## src/rtl/mem_req_scheduler.sv

```systemverilog
`default_nettype none
// ============================================================================
// mem_req_scheduler : fixed-priority memory request scheduler with starvation
//                     protection and in-order response routing
// Revision          : 1.0
// ============================================================================
module mem_req_scheduler #(
    parameter int CNT          = 2,
    parameter int QUEUE_DEPTH  = 2,
    parameter int PRIO_IDX     = 1,
    parameter int STARVE_LIMIT = 4,
    parameter int ADDR_W       = 32,
    parameter int DATA_W       = 32
) (
    input  logic                         clk,
    input  logic                         rst,
    input  logic [CNT-1:0]               master_req_valid,
    output logic [CNT-1:0]               master_req_ready,
    input  logic [CNT-1:0][ADDR_W-1:0]   master_req_data,
    output logic [CNT-1:0]               master_resp_valid,
    input  logic [CNT-1:0]               master_resp_ready,
    output logic [CNT-1:0][DATA_W-1:0]   master_resp_data,
    output logic                         slave_req_valid,
    input  logic                         slave_req_ready,
    output logic [ADDR_W-1:0]            slave_req_data,
    input  logic                         slave_resp_valid,
    output logic                         slave_resp_ready,
    input  logic [DATA_W-1:0]            slave_resp_data
);

    localparam int IDX_W = (CNT > 1) ? $clog2(CNT) : 1;
    localparam int PTR_W = (QUEUE_DEPTH > 1) ? $clog2(QUEUE_DEPTH) : 1;
    localparam int CNT_W = $clog2(QUEUE_DEPTH + 1);
    localparam int STV_W = $clog2(STARVE_LIMIT + 1);

    localparam logic [IDX_W-1:0] PRIO     = IDX_W'(PRIO_IDX);
    localparam logic [IDX_W-1:0] RR_INIT  = (PRIO_IDX == 0) ? IDX_W'(1) : IDX_W'(0);
    localparam logic [STV_W-1:0] STV_MAX  = STV_W'(STARVE_LIMIT);
    localparam logic [CNT_W-1:0] CNT_FULL = CNT_W'(QUEUE_DEPTH);
    localparam logic [PTR_W-1:0] PTR_LAST = PTR_W'(QUEUE_DEPTH - 1);

    logic [IDX_W-1:0] fifo_q [QUEUE_DEPTH];
    logic [IDX_W-1:0] fifo_d [QUEUE_DEPTH];
    logic [PTR_W-1:0] head_q, head_d;
    logic [PTR_W-1:0] tail_q, tail_d;
    logic [CNT_W-1:0] count_q, count_d;
    logic             lock_q, lock_d;
    logic [IDX_W-1:0] lock_idx_q, lock_idx_d;
    logic [STV_W-1:0] starve_q, starve_d;
    logic [IDX_W-1:0] rr_q, rr_d;

    logic [CNT-1:0]   np_valid;
    logic             np_any;
    logic [IDX_W-1:0] rr_sel;
    logic             rr_hit;
    logic [IDX_W-1:0] cand;
    logic [IDX_W-1:0] sel;
    logic [IDX_W-1:0] rr_next;
    logic [IDX_W-1:0] head_idx;
    logic             full;
    logic             empty;
    logic             issue;
    logic             pop;
    int               nxt;

    assign full     = (count_q == CNT_FULL);
    assign empty    = (count_q == '0);
    assign head_idx = fifo_q[head_q];

    // First valid non-privileged master at or after rr, cyclic.
    always_comb begin
        np_valid           = master_req_valid;
        np_valid[PRIO_IDX] = 1'b0;
        np_any             = |np_valid;
        rr_hit             = 1'b0;
        rr_sel             = rr_q;
        cand               = rr_q;
        for (int k = 0; k < CNT; k++) begin
            cand = IDX_W'((int'(rr_q) + k) % CNT);
            if (!rr_hit && np_valid[cand]) begin
                rr_hit = 1'b1;
                rr_sel = cand;
            end
        end
    end

    always_comb begin
        if (lock_q) begin
            sel = lock_idx_q;
        end else if ((starve_q == STV_MAX) && np_any) begin
            sel = rr_sel;
        end else if (master_req_valid[PRIO]) begin
            sel = PRIO;
        end else begin
            sel = rr_sel;
        end
    end

    // Round-robin successor of the granted master, never landing on PRIO_IDX.
    always_comb begin
        nxt = (int'(sel) + 1) % CNT;
        if (nxt == PRIO_IDX) begin
            nxt = (nxt + 1) % CNT;
        end
        rr_next = IDX_W'(nxt);
    end

    assign slave_req_valid  = master_req_valid[sel] && !full && !rst;
    assign slave_req_data   = master_req_data[sel];
    assign issue            = slave_req_valid && slave_req_ready;
    assign slave_resp_ready = master_resp_ready[head_idx] && !empty && !rst;
    assign pop              = slave_resp_valid && slave_resp_ready;

    always_comb begin
        for (int i = 0; i < CNT; i++) begin
            master_req_ready[i]  = (sel == IDX_W'(i)) && slave_req_ready && !full && !rst;
            master_resp_valid[i] = (head_idx == IDX_W'(i)) && slave_resp_valid && !empty && !rst;
            master_resp_data[i]  = slave_resp_data;
        end
    end

    always_comb begin
        fifo_d     = fifo_q;
        head_d     = head_q;
        tail_d     = tail_q;
        count_d    = count_q;
        lock_d     = lock_q;
        lock_idx_d = lock_idx_q;
        starve_d   = starve_q;
        rr_d       = rr_q;

        // Hold the selection while a presented request is stalled.
        if (issue) begin
            lock_d = 1'b0;
        end else if (slave_req_valid && !slave_req_ready) begin
            lock_d     = 1'b1;
            lock_idx_d = sel;
        end

        if (issue) begin
            fifo_d[tail_q] = sel;
            tail_d         = (tail_q == PTR_LAST) ? '0 : tail_q + PTR_W'(1);
            if (sel == PRIO) begin
                if (!np_any) begin
                    starve_d = '0;
                end else if (starve_q != STV_MAX) begin
                    starve_d = starve_q + STV_W'(1);
                end
            end else begin
                starve_d = '0;
                rr_d     = rr_next;
            end
        end

        if (pop) begin
            head_d = (head_q == PTR_LAST) ? '0 : head_q + PTR_W'(1);
        end

        if (issue && !pop) begin
            count_d = count_q + CNT_W'(1);
        end else if (pop && !issue) begin
            count_d = count_q - CNT_W'(1);
        end
    end

    always_ff @(posedge clk) begin
        if (rst) begin
            for (int j = 0; j < QUEUE_DEPTH; j++) begin
                fifo_q[j] <= '0;
            end
            head_q     <= '0;
            tail_q     <= '0;
            count_q    <= '0;
            lock_q     <= 1'b0;
            lock_idx_q <= '0;
            starve_q   <= '0;
            rr_q       <= RR_INIT;
        end else begin
            fifo_q     <= fifo_d;
            head_q     <= head_d;
            tail_q     <= tail_d;
            count_q    <= count_d;
            lock_q     <= lock_d;
            lock_idx_q <= lock_idx_d;
            starve_q   <= starve_d;
            rr_q       <= rr_d;
        end
    end

endmodule
`default_nettype wire

```

## config.mk

```make
export PLATFORM = sky130hd
export DESIGN_NAME = mem_req_scheduler
export DESIGN_NICKNAME = d
export VERILOG_FILES = /design/src/rtl/mem_req_scheduler.sv
export SDC_FILE = /design/constraint.sdc
export NUM_CORES = 1
export LEC_CHECK = 0
export BUFFER_PORTS_ARGS = -buffer_cell sky130_fd_sc_hd__buf_2
export CAP_MARGIN = 20
export CORE_AREA = 3 3 78 80
export DETAILED_ROUTE_END_ITERATION = 10
export DIE_AREA = 0 0 81 83
export PLACE_DENSITY = 0.84
export SYNTH_ARGS = -nofsm -noshare
export SYNTH_HDL_FRONTEND = slang
export SYNTH_SLANG_ARGS = --single-unit
```

## constraint.sdc

```tcl
create_clock -name clk -period 2.1 [get_ports clk]
set_input_delay 0 -clock clk [delete_from_list [all_inputs] [get_ports clk]]
set_output_delay 0 -clock clk [all_outputs]
set_load 0.005 [all_outputs]
```

==> summary.md <==
| Metric | Value |
|---|---|
| Die Ht | `83 um` |
| Initial Utilization | `0.2798` |
| Total wirelength of the detailed-routed design | `4.342 mm` |
| Maximum clock frequency | `510.7 MHz` |
| Data arrival time of the critical path | `2140 ps` |
| Area of combinational cells with multiple inputs | `782.0 sq um` |
| Largest fanout on the critical path | `4` |
| Slack of the critical path | `142.0 ps` |
| Fraction of final layout cells sized beyond drive strength 1 | `0.6828` |
| Outcome | `finished, final reports clean` |
| Growth of design area from synthesis to finish | `14.46%` |
| Number of antenna violations at the first check in global routing | `0` |
| Detail-routed net length per standard cell | `14.52 um` |
| Critical path start-end classification | `reg -> reg` |
| Hold Slack | `0.002906 ps` |
| Slew Viols, Final | `0` |
| Setup violations, final | `0` |
| Data required time at the worst endpoint | `approximately 2300 ps` |
| Number of primary I/O pins | `206` |
| Total power | `0.8097 mW` |
| Critical Path Sink Type | `flip-flop` |
| Leakage dissipation | `between 0.8 and 0.9 nW` |
| Layout net count | `335` |
| Gate power share | `0.439` |
| Placement Setup Slack | `101.4 ps` |
| Sequential area share after synthesis | `0.1438` |
| Post-Syn Area | `1531 sq um` |
| Dominant register cell in the synthesized netlist | `sky130_fd_sc_hd__dfxtp_1` |
| Total number of vias | `1322` |
| Summed area of non-filler cells in the final layout | `about 1800 sq um` |
| Register area | `220.2 sq um` |
| Post-CTS clock slew at the launch and capture registers of the worst setup and hold paths | `~50 ps` |
| Hold violation total from the final report | `0` |
| Startpoint Class | `flip-flop` |
| Peak supply drop | `0.0002078 V` |
| Final TNS setup | `0 ps` |
| Clock share of power | `0.269` |
| Ratio of routed vias to standard cells | `4.421` |
| Fill cells | `574` |
| Die outline area | `6723 sq um` |
| Overall Global Routing Usage | `0.1180` |
| Sequential fraction of design power | `0.292` |
| Switching power share of the total | `0.3069` |
| Slew @ Worst Pin | `477.5 ps` |
| Floorplan row count | `27` |
| Slew margin rel. | `0.6787` |
| Pin count of the biggest net entering global routing | `29` |
| Iteration-0 DRC Markers | `between 40 and 50` |
| Worst setup skew after layout | `~5.6 ps` |
| TritonCTS clock tree | `built` |
| Worst skew pair latency | `240 ps` |
| Share of the cycle needed by the critical path after routing | `0.9324` |
| Worst hold path class | `in -> out` |
| Clk root buf | `sky130_fd_sc_hd__clkbuf_8` |
| Total number of clock tree sinks | `11` |
| Period minus WS final | `1958 ps` |
| Die width | `81 um` |
| Net switching power | `0.2485 mW` |
| Power per unit of standard cell area | `roughly 460 nW/um^2` |
| Area of placed instances | `about 1700 sq um` |
| Count of input and output buffers | `109` |
| Unrepaired setup endpoints after global routing | `no` |
| 1st-pass router iterations | `4` |
| Vias in the first global route | `1259` |
| Total number of H-tree levels | `1` |
| Cell internal pwr | `0.5612 mW` |
| Number of buffers inserted during clock tree synthesis | `3` |
| Remaining Overflow, GRT | `0` |
| Final RePlAce weighted congestion | `0.7711` |
| Maximum clock insertion buffer count | `2` |
| Estimated wirelength of the detail-placed design | `3.693 mm` |
| Number of storage elements in the synthesis netlist | `11` |
| Std-Cell Core Area | `between 5000 and 6000 sq um` |
| Global-route wire length before repair | `6.285 mm` |
| Asr flop ratio synth | `0` |
| Post-detailed-route DRC marker count | `0` |
| Number of enable flip-flop cells after synthesis | `0` |
| Number of different library cells in the post-synthesis netlist | `35` |
| Reported max-cap violation count | `0` |
| Syn Inst Count | `178` |
| Number of warnings printed during yosys synthesis | `0` |
| Synthesized net count | `285` |
| Mean Syn Cell Area | `8.604 sq um` |
| Antenna diodes | `0` |
| Antenna Violating Nets Remaining | `0` |
==> metrics by stage <==
step,utilization,std cells
CTS,0.3169,297
floorplan,-,178
detailed placement,0.3086,293
global placement,0.3086,293
finish,0.3203,299
global route,0.3203,299
==> area by class of cell <==
class,instances,area share
well taps,72,0.05139
clock buffers,4,0.02570
multi-input cells,92,0.4461
flip-flops and latches,11,0.1256
repair buffers,113,0.3355
inverters,7,0.01570
==> worst max-delay path, cell delays in order, from the launching register on <==
cell and delay, ps:
sky130_fd_sc_hd__dfxtp_1 380, sky130_fd_sc_hd__mux2i_1 130, sky130_fd_sc_hd__a2111o_1 440, sky130_fd_sc_hd__nor2_1 170
sky130_fd_sc_hd__ha_1 290, sky130_fd_sc_hd__or3_1 350, sky130_fd_sc_hd__a21oi_1 130
==> kinds of logic after synthesis <==
group / share of synthesized area
xor+xnor: 0.01144
mux: 0.2712
flops: 0.1438
buf+inv: 0.3513
simple gates: 0.1234
compound gates: 0.07435
fa+ha+maj: 0.02451
==> what timing repair did <==
item | CTS | global route
hold buffers | 0 | 0
resized for setup | 0 | 1
endpoints found under the setup margin | 0 | 1
buffers inserted | 0 | 2
==> registers in the layout, summed over array words and instances (netlist names) <==
| signal | flops |
|---|---|
| head_q | 1 |
| starve_q | 3 |
| count_q | 2 |
| lock_q | 1 |
| fifo_q | 2 |
| lock_idx_q | 1 |
| tail_q | 1 |
==> synthesized netlist by cell type, types with 2 or more instances <==
cell type,number,area (sq um)
sky130_fd_sc_hd__buf_4,66,495.5
sky130_fd_sc_hd__mux2_2,32,360.4
sky130_fd_sc_hd__dfxtp_1,11,220.2
sky130_fd_sc_hd__nor2_1,7,26.28
sky130_fd_sc_hd__o21ai_0,7,35.03
sky130_fd_sc_hd__a21oi_1,6,30.03
sky130_fd_sc_hd__inv_1,6,22.52
sky130_fd_sc_hd__mux2i_1,4,40.04
sky130_fd_sc_hd__nor3_1,4,20.02
sky130_fd_sc_hd__ha_1,3,37.54
sky130_fd_sc_hd__or3_1,3,18.77
sky130_fd_sc_hd__nand3_1,2,10.01
sky130_fd_sc_hd__nand4_1,2,12.51
sky130_fd_sc_hd__nor2b_1,2,12.51
sky130_fd_sc_hd__nor4_1,2,12.51
sky130_fd_sc_hd__xor2_1,2,17.52
==> placed cells by master (no fill, tap or decap), types with 3 or more instances in the layout <==
master / count
sky130_fd_sc_hd__mux2i_1: 3
sky130_fd_sc_hd__buf_2: 109
sky130_fd_sc_hd__nor2_1: 7
sky130_fd_sc_hd__clkbuf_8: 3
sky130_fd_sc_hd__inv_1: 6
sky130_fd_sc_hd__buf_4: 3
sky130_fd_sc_hd__mux2_2: 32
sky130_fd_sc_hd__ha_1: 3
sky130_fd_sc_hd__nor3_1: 4
sky130_fd_sc_hd__dfxtp_1: 11
sky130_fd_sc_hd__a21oi_1: 6
sky130_fd_sc_hd__or3_1: 3
sky130_fd_sc_hd__o21ai_0: 7
==> power by group through the flow <==
stage               sequential [mW]  combinational [mW]  clock, mW
floorplan                     0.237               0.287          0
global placement              0.239               0.343          0
detailed placement            0.240               0.350          0
CTS                           0.236               0.352      0.225
global route                  0.239               0.390      0.236
finish                        0.237               0.355      0.218
==> metal layers <==
metal / GRT usage / up-vias / part of all wire
li1: - / 653 / -
met1: 0.1349 / 591 / 0.37
met2: 0.1815 / 62 / 0.46
met3: 0.06399 / 16 / 0.14
met4: 0.04608 / 0 / 0.025
met5: 0 / - / 0
==> final timing paths <==
check / start / to / slack (ps) / depth (start not counted)
max reg2reg: lock_idx_q / count_q[1] / 140 / 6
max: lock_idx_q / count_q[1] / 140 / 6
min reg2reg: starve_q[0] / starve_q[0] / 500 / 2
min: slave_resp_data[3] / master_resp_data[35] / 0.003 / 0
No activity file was read; power rests on OpenSTA's default activity.
